File: config.mk
export PLATFORM = sky130hd
export DESIGN_NAME = lsu_dmem_adapter
export DESIGN_NICKNAME = d
export VERILOG_FILES = /design/src/rtl/lsu_pkg.sv /design/src/rtl/lsu_load_align.sv /design/src/rtl/lsu_dmem_adapter.sv
export SDC_FILE = /design/constraint.sdc
export NUM_CORES = 1
export LEC_CHECK = 0
export ABC_AREA = 1
export CORE_MARGIN = 4
export CORE_UTILIZATION = 28
export CTS_CLUSTER_DIAMETER = 50
export DETAILED_ROUTE_END_ITERATION = 12
export PLACE_DENSITY = 0.6
export SYNTH_ARGS = -nofsm -noshare
export SYNTH_HDL_FRONTEND = slang
export SYNTH_SLANG_ARGS = --single-unit
File: constraint.sdc
create_clock -name clk -period 9.51 [get_ports clk]
set_clock_uncertainty 0.05 [all_clocks]
set_input_delay 1.902 -clock clk [delete_from_list [all_inputs] [get_ports clk]]
set_output_delay 1.902 -clock clk [all_outputs]
set_load 0.01 [all_outputs]
File: src/rtl/lsu_pkg.sv
// -----------------------------------------------------------------------------
// lsu_pkg
// Shared definitions for the load/store data-memory adapter and its load
// aligner: access-size encodings, the adapter state type and a helper that
// turns per-byte enables into a per-bit write mask.
// -----------------------------------------------------------------------------
package lsu_pkg;

    // Access size encodings (byte count = 1 << size)
    localparam logic [1:0] SZ_B = 2'd0;
    localparam logic [1:0] SZ_H = 2'd1;
    localparam logic [1:0] SZ_W = 2'd2;
    localparam logic [1:0] SZ_D = 2'd3;

    typedef enum logic [1:0] {
        ST_IDLE  = 2'd0,
        ST_BEAT0 = 2'd1,
        ST_BEAT1 = 2'd2,
        ST_RESP  = 2'd3
    } lsu_state_t;

    // Each set byte enable becomes an 8'hFF lane in the 64-bit bit mask.
    function automatic logic [63:0] byte_mask_expand(input logic [7:0] be);
        logic [63:0] m;
        m = '0;
        for (int i = 0; i < 8; i++) begin
            m[8*i +: 8] = {8{be[i]}};
        end
        return m;
    endfunction

endpackage

File: src/rtl/lsu_load_align.sv
// -----------------------------------------------------------------------------
// lsu_load_align
// Combinational load aligner. Treats {i_hi, i_lo} as a 16-byte window,
// extracts the (1 << i_size)-byte field starting at byte i_off and returns it
// right-aligned, sign- or zero-extended to 64 bits.
//
// Ports:
//   i_hi     in  64  upper dword of the window (0 when the access fits in i_lo)
//   i_lo     in  64  lower dword of the window
//   i_off    in   3  starting byte within i_lo
//   i_size   in   2  access size (SZ_B/SZ_H/SZ_W/SZ_D)
//   i_signed in   1  sign-extend the result (ignored for SZ_D)
//   o_data   out 64  extended result
// -----------------------------------------------------------------------------
module lsu_load_align
    import lsu_pkg::*;
(
    input  logic [63:0] i_hi,
    input  logic [63:0] i_lo,
    input  logic [2:0]  i_off,
    input  logic [1:0]  i_size,
    input  logic        i_signed,
    output logic [63:0] o_data
);

    logic [6:0]  w_sh_lo;
    logic [6:0]  w_sh_hi;
    logic [63:0] w_raw;

    // Funnel shift of the 128-bit window; a left shift of 64 (off = 0)
    // yields zero, so i_hi contributes nothing when the offset is zero.
    assign w_sh_lo = {1'b0, i_off, 3'b000};
    assign w_sh_hi = 7'd64 - w_sh_lo;
    assign w_raw   = (i_lo >> w_sh_lo) | (i_hi << w_sh_hi);

    always_comb begin
        o_data = '0;
        case (i_size)
            SZ_B:    o_data = {{56{i_signed & w_raw[7]}},  w_raw[7:0]};
            SZ_H:    o_data = {{48{i_signed & w_raw[15]}}, w_raw[15:0]};
            SZ_W:    o_data = {{32{i_signed & w_raw[31]}}, w_raw[31:0]};
            default: o_data = w_raw;
        endcase
    end

endmodule

File: src/rtl/lsu_dmem_adapter.sv
// -----------------------------------------------------------------------------
// lsu_dmem_adapter
// Load/store adapter in front of the simulation RAM's 64-bit data port.
// Takes one B/H/W/D request at a time, drives dword-aligned RAM beats with a
// bit-level write mask and lane-shifted write data, and returns an extended
// load result. Accesses crossing an 8-byte boundary use two beats (SPLIT_EN=1)
// or are rejected with resp_err (SPLIT_EN=0).
//
// Ports:
//   clk, rst             clock, asynchronous active-high reset
//   req_valid/req_ready  request handshake (ready only in IDLE)
//   req_wen              1 = store, 0 = load
//   req_addr             byte address
//   req_size             0=B 1=H 2=W 3=D
//   req_signed           sign-extend load result
//   req_wdata            right-aligned store data
//   resp_valid           one-cycle completion pulse
//   resp_rdata           extended load data
//   resp_err             straddle rejected (SPLIT_EN=0 only)
//   dmem_en/dmem_wen     RAM access / write strobe
//   dmem_addr            dword-aligned RAM address
//   dmem_rdata           RAM read data (same-cycle)
//   dmem_wdata/wmask     lane-shifted store data and bit mask
// -----------------------------------------------------------------------------
module lsu_dmem_adapter
    import lsu_pkg::*;
#(
    parameter bit SPLIT_EN           = 1'b1,
    parameter bit RESP_ZERO_ON_WRITE = 1'b1
) (
    input  logic        clk,
    input  logic        rst,
    input  logic        req_valid,
    output logic        req_ready,
    input  logic        req_wen,
    input  logic [63:0] req_addr,
    input  logic [1:0]  req_size,
    input  logic        req_signed,
    input  logic [63:0] req_wdata,
    output logic        resp_valid,
    output logic [63:0] resp_rdata,
    output logic        resp_err,
    output logic        dmem_en,
    output logic [63:0] dmem_addr,
    input  logic [63:0] dmem_rdata,
    output logic [63:0] dmem_wdata,
    output logic [63:0] dmem_wmask,
    output logic        dmem_wen
);

    lsu_state_t  r_state;
    logic        r_wen;
    logic        r_signed;
    logic [1:0]  r_size;
    logic [63:0] r_addr;
    logic [63:0] r_wdata;
    logic [63:0] r_lo;
    logic [63:0] r_hi;

    logic [2:0]  w_off;
    logic [3:0]  w_nb;
    logic [3:0]  w_end;
    logic        w_straddle;
    logic        w_reject;
    logic [63:0] w_base;
    logic [7:0]  w_be0;
    logic [7:0]  w_be1;
    logic [6:0]  w_sh0;
    logic [6:0]  w_sh1;
    logic [63:0] w_aligned;

    assign w_off      = r_addr[2:0];
    assign w_nb       = 4'd1 << r_size;
    // One past the last byte touched, relative to the lo dword (max 15).
    assign w_end      = {1'b0, w_off} + w_nb;
    assign w_straddle = (w_end > 4'd8);
    assign w_reject   = w_straddle & ~SPLIT_EN;
    assign w_base     = {r_addr[63:3], 3'b000};

    // Beat0 covers lanes [off, min(end,8)); beat1 covers lanes [0, end-8).
    always_comb begin
        w_be0 = '0;
        w_be1 = '0;
        for (int i = 0; i < 8; i++) begin
            w_be0[i] = (i >= int'(w_off)) && (i < int'(w_end));
            w_be1[i] = ((i + 8) < int'(w_end));
        end
    end

    // Beat1 only occurs with off >= 1, so its shift stays within 8..56.
    assign w_sh0 = {1'b0, w_off, 3'b000};
    assign w_sh1 = 7'd64 - w_sh0;

    lsu_load_align u_align (
        .i_hi     (r_hi),
        .i_lo     (r_lo),
        .i_off    (w_off),
        .i_size   (r_size),
        .i_signed (r_signed),
        .o_data   (w_aligned)
    );

    always_comb begin
        req_ready  = 1'b0;
        resp_valid = 1'b0;
        resp_rdata = '0;
        resp_err   = 1'b0;
        dmem_en    = 1'b0;
        dmem_addr  = '0;
        dmem_wdata = '0;
        dmem_wmask = '0;
        dmem_wen   = 1'b0;
        case (r_state)
            ST_IDLE: begin
                req_ready = 1'b1;
            end
            ST_BEAT0: begin
                // A rejected straddle spends this cycle without touching RAM.
                if (!w_reject) begin
                    dmem_en   = 1'b1;
                    dmem_addr = w_base;
                    dmem_wen  = r_wen;
                    if (r_wen) begin
                        dmem_wmask = byte_mask_expand(w_be0);
                        dmem_wdata = r_wdata << w_sh0;
                    end
                end
            end
            ST_BEAT1: begin
                dmem_en   = 1'b1;
                dmem_addr = w_base + 64'd8;
                dmem_wen  = r_wen;
                if (r_wen) begin
                    dmem_wmask = byte_mask_expand(w_be1);
                    dmem_wdata = r_wdata >> w_sh1;
                end
            end
            ST_RESP: begin
                resp_valid = 1'b1;
                resp_err   = w_reject;
                if (!w_reject && !(r_wen && RESP_ZERO_ON_WRITE)) begin
                    resp_rdata = w_aligned;
                end
            end
            default: begin
                req_ready = 1'b0;
            end
        endcase
    end

    always_ff @(posedge clk or posedge rst) begin
        if (rst) begin
            r_state  <= ST_IDLE;
            r_wen    <= 1'b0;
            r_signed <= 1'b0;
            r_size   <= SZ_B;
            r_addr   <= '0;
            r_wdata  <= '0;
            r_lo     <= '0;
            r_hi     <= '0;
        end else begin
            case (r_state)
                ST_IDLE: begin
                    if (req_valid) begin
                        r_wen    <= req_wen;
                        r_signed <= req_signed;
                        r_size   <= req_size;
                        r_addr   <= req_addr;
                        r_wdata  <= req_wdata;
                        r_state  <= ST_BEAT0;
                    end
                end
                ST_BEAT0: begin
                    r_lo <= dmem_rdata;
                    // hi stays zero unless a second beat refills it
                    r_hi <= '0;
                    if (w_straddle && SPLIT_EN) begin
                        r_state <= ST_BEAT1;
                    end else begin
                        r_state <= ST_RESP;
                    end
                end
                ST_BEAT1: begin
                    r_hi    <= dmem_rdata;
                    r_state <= ST_RESP;
                end
                ST_RESP: begin
                    r_state <= ST_IDLE;
                end
                default: begin
                    r_state <= ST_IDLE;
                end
            endcase
        end
    end

endmodule

==> flow_summary.ini <==
[pwr]
max-vdd-ir-drop_uv = 390
p_int_mw = 5.19
p_seq_share_pct = 19.4
pwr-share-comb_pct = 63.2
power_density_mw_per_mm2 = 416
swShare_pct = 54.0
switching_power_mw = 6.10
leakage_nw = 11.8
clockPowerShare_pct = 17.5

[timing]
hold_viol = 0
finalMaxSlewViolations = 0
tns_ns = 0
max_slew_margin_pct = 25.0
rsz0062_at_grt = false
fmax_ghz = 0.127
final.min_clock_period_ns = 7.88
fin_crit_sh_pct = 82.9
finalSetupViolations = 0
hold_ws_ns = 0.425
worst_pin_slew_ns = 1.12

[synthesis]
synth_edf_count = 0
synth_most_common_cell = nand2_1
avgSynthCellArea_sq_um = 6.37
synth-seq-cells = 262
ys_async_sr_fraction_pct = 100
synthTopCellsByCount = 831 x nand2_1, 435 x o21ai_0, 314 x inv_1
yosysWarningCount = 0
synth_top_area_share_pct = 31.8
seq_area_frac_synth_pct = 31.8
synth_top_area_cell = dfrtp_1
netlist_area_sq_mm = 0.0206
syn_inst = 3239
synth_area_leaders = dfrtp_1 32%, nand2_1 15%, o21ai_0 11%
synth.distinct_cells = 50
synth-main-ff-cell = dfrtp_1

[clocking]
htreeDepth = 2
post_cts_resized = 0
postCtsSetupRepairBufs = 0
cts_hold_buf = 0
root_buffer = clkbuf_16
clk_pin_slew_ns = 0.06
numCtsBuffers = 53
insertion_delay_ns = 0.61
numClockSinks = 262
cts_max_path_buffers = 3
cts_tree = yes

[grt]
grt_pass1_wl_microns = 149000
use_met3_pct = 6.90
first_global_vias = 22700
antenna_found_initial = 14
grt_max_degree = 159
use_met1_pct = 33.2
overflow = 0
track_usage_pct = 25.0
grt_busiest_layer = met2
met2_usage_pct = 37.4

[detailed_routing]
wirelength_microns = 102000
ant_nets = 0
drtIter0Drc = 2548
wl_per_cell_microns = 22.5
vias = 23700
drt-vias-per-instance = 5.24
first_pass_iters = 6
drc_errors = 0

[placement]
portBuffers = 455
dp_cells = 4415
place_congestion = 0.991
place.detailed.hpwl_microns = 74600

[cells_and_area]
multi_input_area_sq_mm = 0.0115
area_growth_pct = 31.6
fill_cells = 7848
final_nets = 3723
final_cells = 4521
drive_gt1_share_pct = 6.19
seq_area_sq_mm = 0.00656

[critical_path]
cp-start-kind = flop
path_class = flop to output pin
cp-end-kind = output pin
worst_ep_required_time_ns = 7.56
rrSetupSlack_ns = 6.05
crit_arrival_ns = 5.93
critPathMaxFanout = 93

[die]
ioPinCount = 460
core-area_sq_mm = 0.0730
die_x_microns = 280
dieHeight_microns = 280
die_area_sq_mm = 0.0781
num_rows = 99
start_util_pct = 28.3

[min_path]
hold_path.class = flop to flop

[job]
cap_violations = 0

[run_status]
status = complete, no violations
-- critical path, stage by stage (launching register included) --
cell	delay, ns
dfrtp_4	1.05
inv_4	0.51
ha_4	0.34
ha_1	0.78
inv_2	0.44
nand2_1	0.17
buf_4	0.32
nor2_1	0.10
nand2_1	0.78
o21ai_0	0.26
clkdlybuf4s50_1	0.54
-- final cells by class --
type | count | area share, %
Antenna cell | 8 | 0.0737
Clock buffer | 58 | 5.02
Clock inverter | 40 | 1.78
Inverter | 319 | 4.45
Multi-Input combinational cell | 2388 | 42.4
Sequential cell | 262 | 24.2
Tap cell | 959 | 4.42
Timing Repair Buffer | 487 | 17.7
-- worst paths after layout --
kind                                 start        endpoint  depth (start not counted)
worst min register to register     r_lo[1]         r_lo[1]                          2
worst max-delay path             r_addr[0]  dmem_wdata[56]                         10
worst min-delay path               r_lo[1]         r_lo[1]                          2
max in group asynchronous              rst       r_addr[0]                          3
worst max register to register  r_state[0]        r_hi[36]                          8
min in group asynchronous              rst      r_addr[34]                          2
-- power by group through the flow --
stage / clock network, mW / registers [mW] / logic [mW]
2_1_floorplan: 0 / 1.92 / 4.46
3_3_place_gp: 0 / 2.17 / 7.03
3_5_place_dp: 0 / 2.17 / 7.00
4_1_cts: 2.01 / 2.16 / 7.04
5_1_grt: 2.06 / 2.24 / 7.80
6_report: 1.97 / 2.19 / 7.13
-- kinds of logic (layout without fill, tap and decap cells) --
kind of cell	count (synthesis)	after routing	synth area share (%)
buffers and inverters	592	904	12.7
AO/OA/AOI/OAI	886	886	23.3
flip-flops	262	262	31.8
multiplexers	41	41	2.19
AND/OR/NAND/NOR	1429	1429	28.6
XOR/XNOR	15	15	0.636
other	1	12	0.0182
adder cells (fa/ha/maj)	13	13	0.824
-- layout by cell type, fill, tap and decap left out, types with 5 or more instances in the layout --
master / instances
o21ai_0: 435
mux2i_1: 8
nor2_2: 32
a21oi_1: 303
inv_1: 310
diode_2: 8
buf_4: 31
o21ai_1: 5
clkdlybuf4s50_1: 455
inv_6: 11
ha_1: 9
o2111ai_1: 7
o211ai_1: 49
mux2_2: 33
nand4_1: 39
a21boi_0: 11
o22ai_1: 24
nand2_1: 830
o21a_1: 18
nor2_4: 5
nor2_1: 280
dfrtp_1: 259
nand3_1: 189
clkinv_2: 7
nor3_1: 34
clkbuf_16: 53
clkinvlp_4: 5
a22o_1: 19
clkinv_4: 9
xor2_1: 15
and2_1: 5
bufinv_16: 6
-- stage by stage --
step	cell area, sq um	util (%)	worst slack (ns)	total power [mW]
after global routing	27200	37.2	1.16	12.1
after CTS	27200	37.2	1.67	11.2
after floorplan	20700	-	0.346	6.38
after global placement	25300	34.7	2.43	9.20
after detailed placement	25300	34.7	2.37	9.17
final	27200	37.2	1.63	11.3
-- routing by layer --
layer  wire length, microns  vias up
met5                     63        -
met4                   5690       10
met3                  10400      244
met2                  43300     1223
met1                  42200    11100
li1                       -    11200
-- flip-flops by register name, summed over array words and instances, names as in the netlist --
| register | flops |
|---|---|
| r_signed | 1 |
| r_hi | 64 |
| r_lo | 64 |
| r_state | 2 |
| r_wen | 1 |
| r_addr | 64 |
| r_size | 2 |
| r_wdata | 64 |
Note: power is estimated with default switching activity, not from simulation.
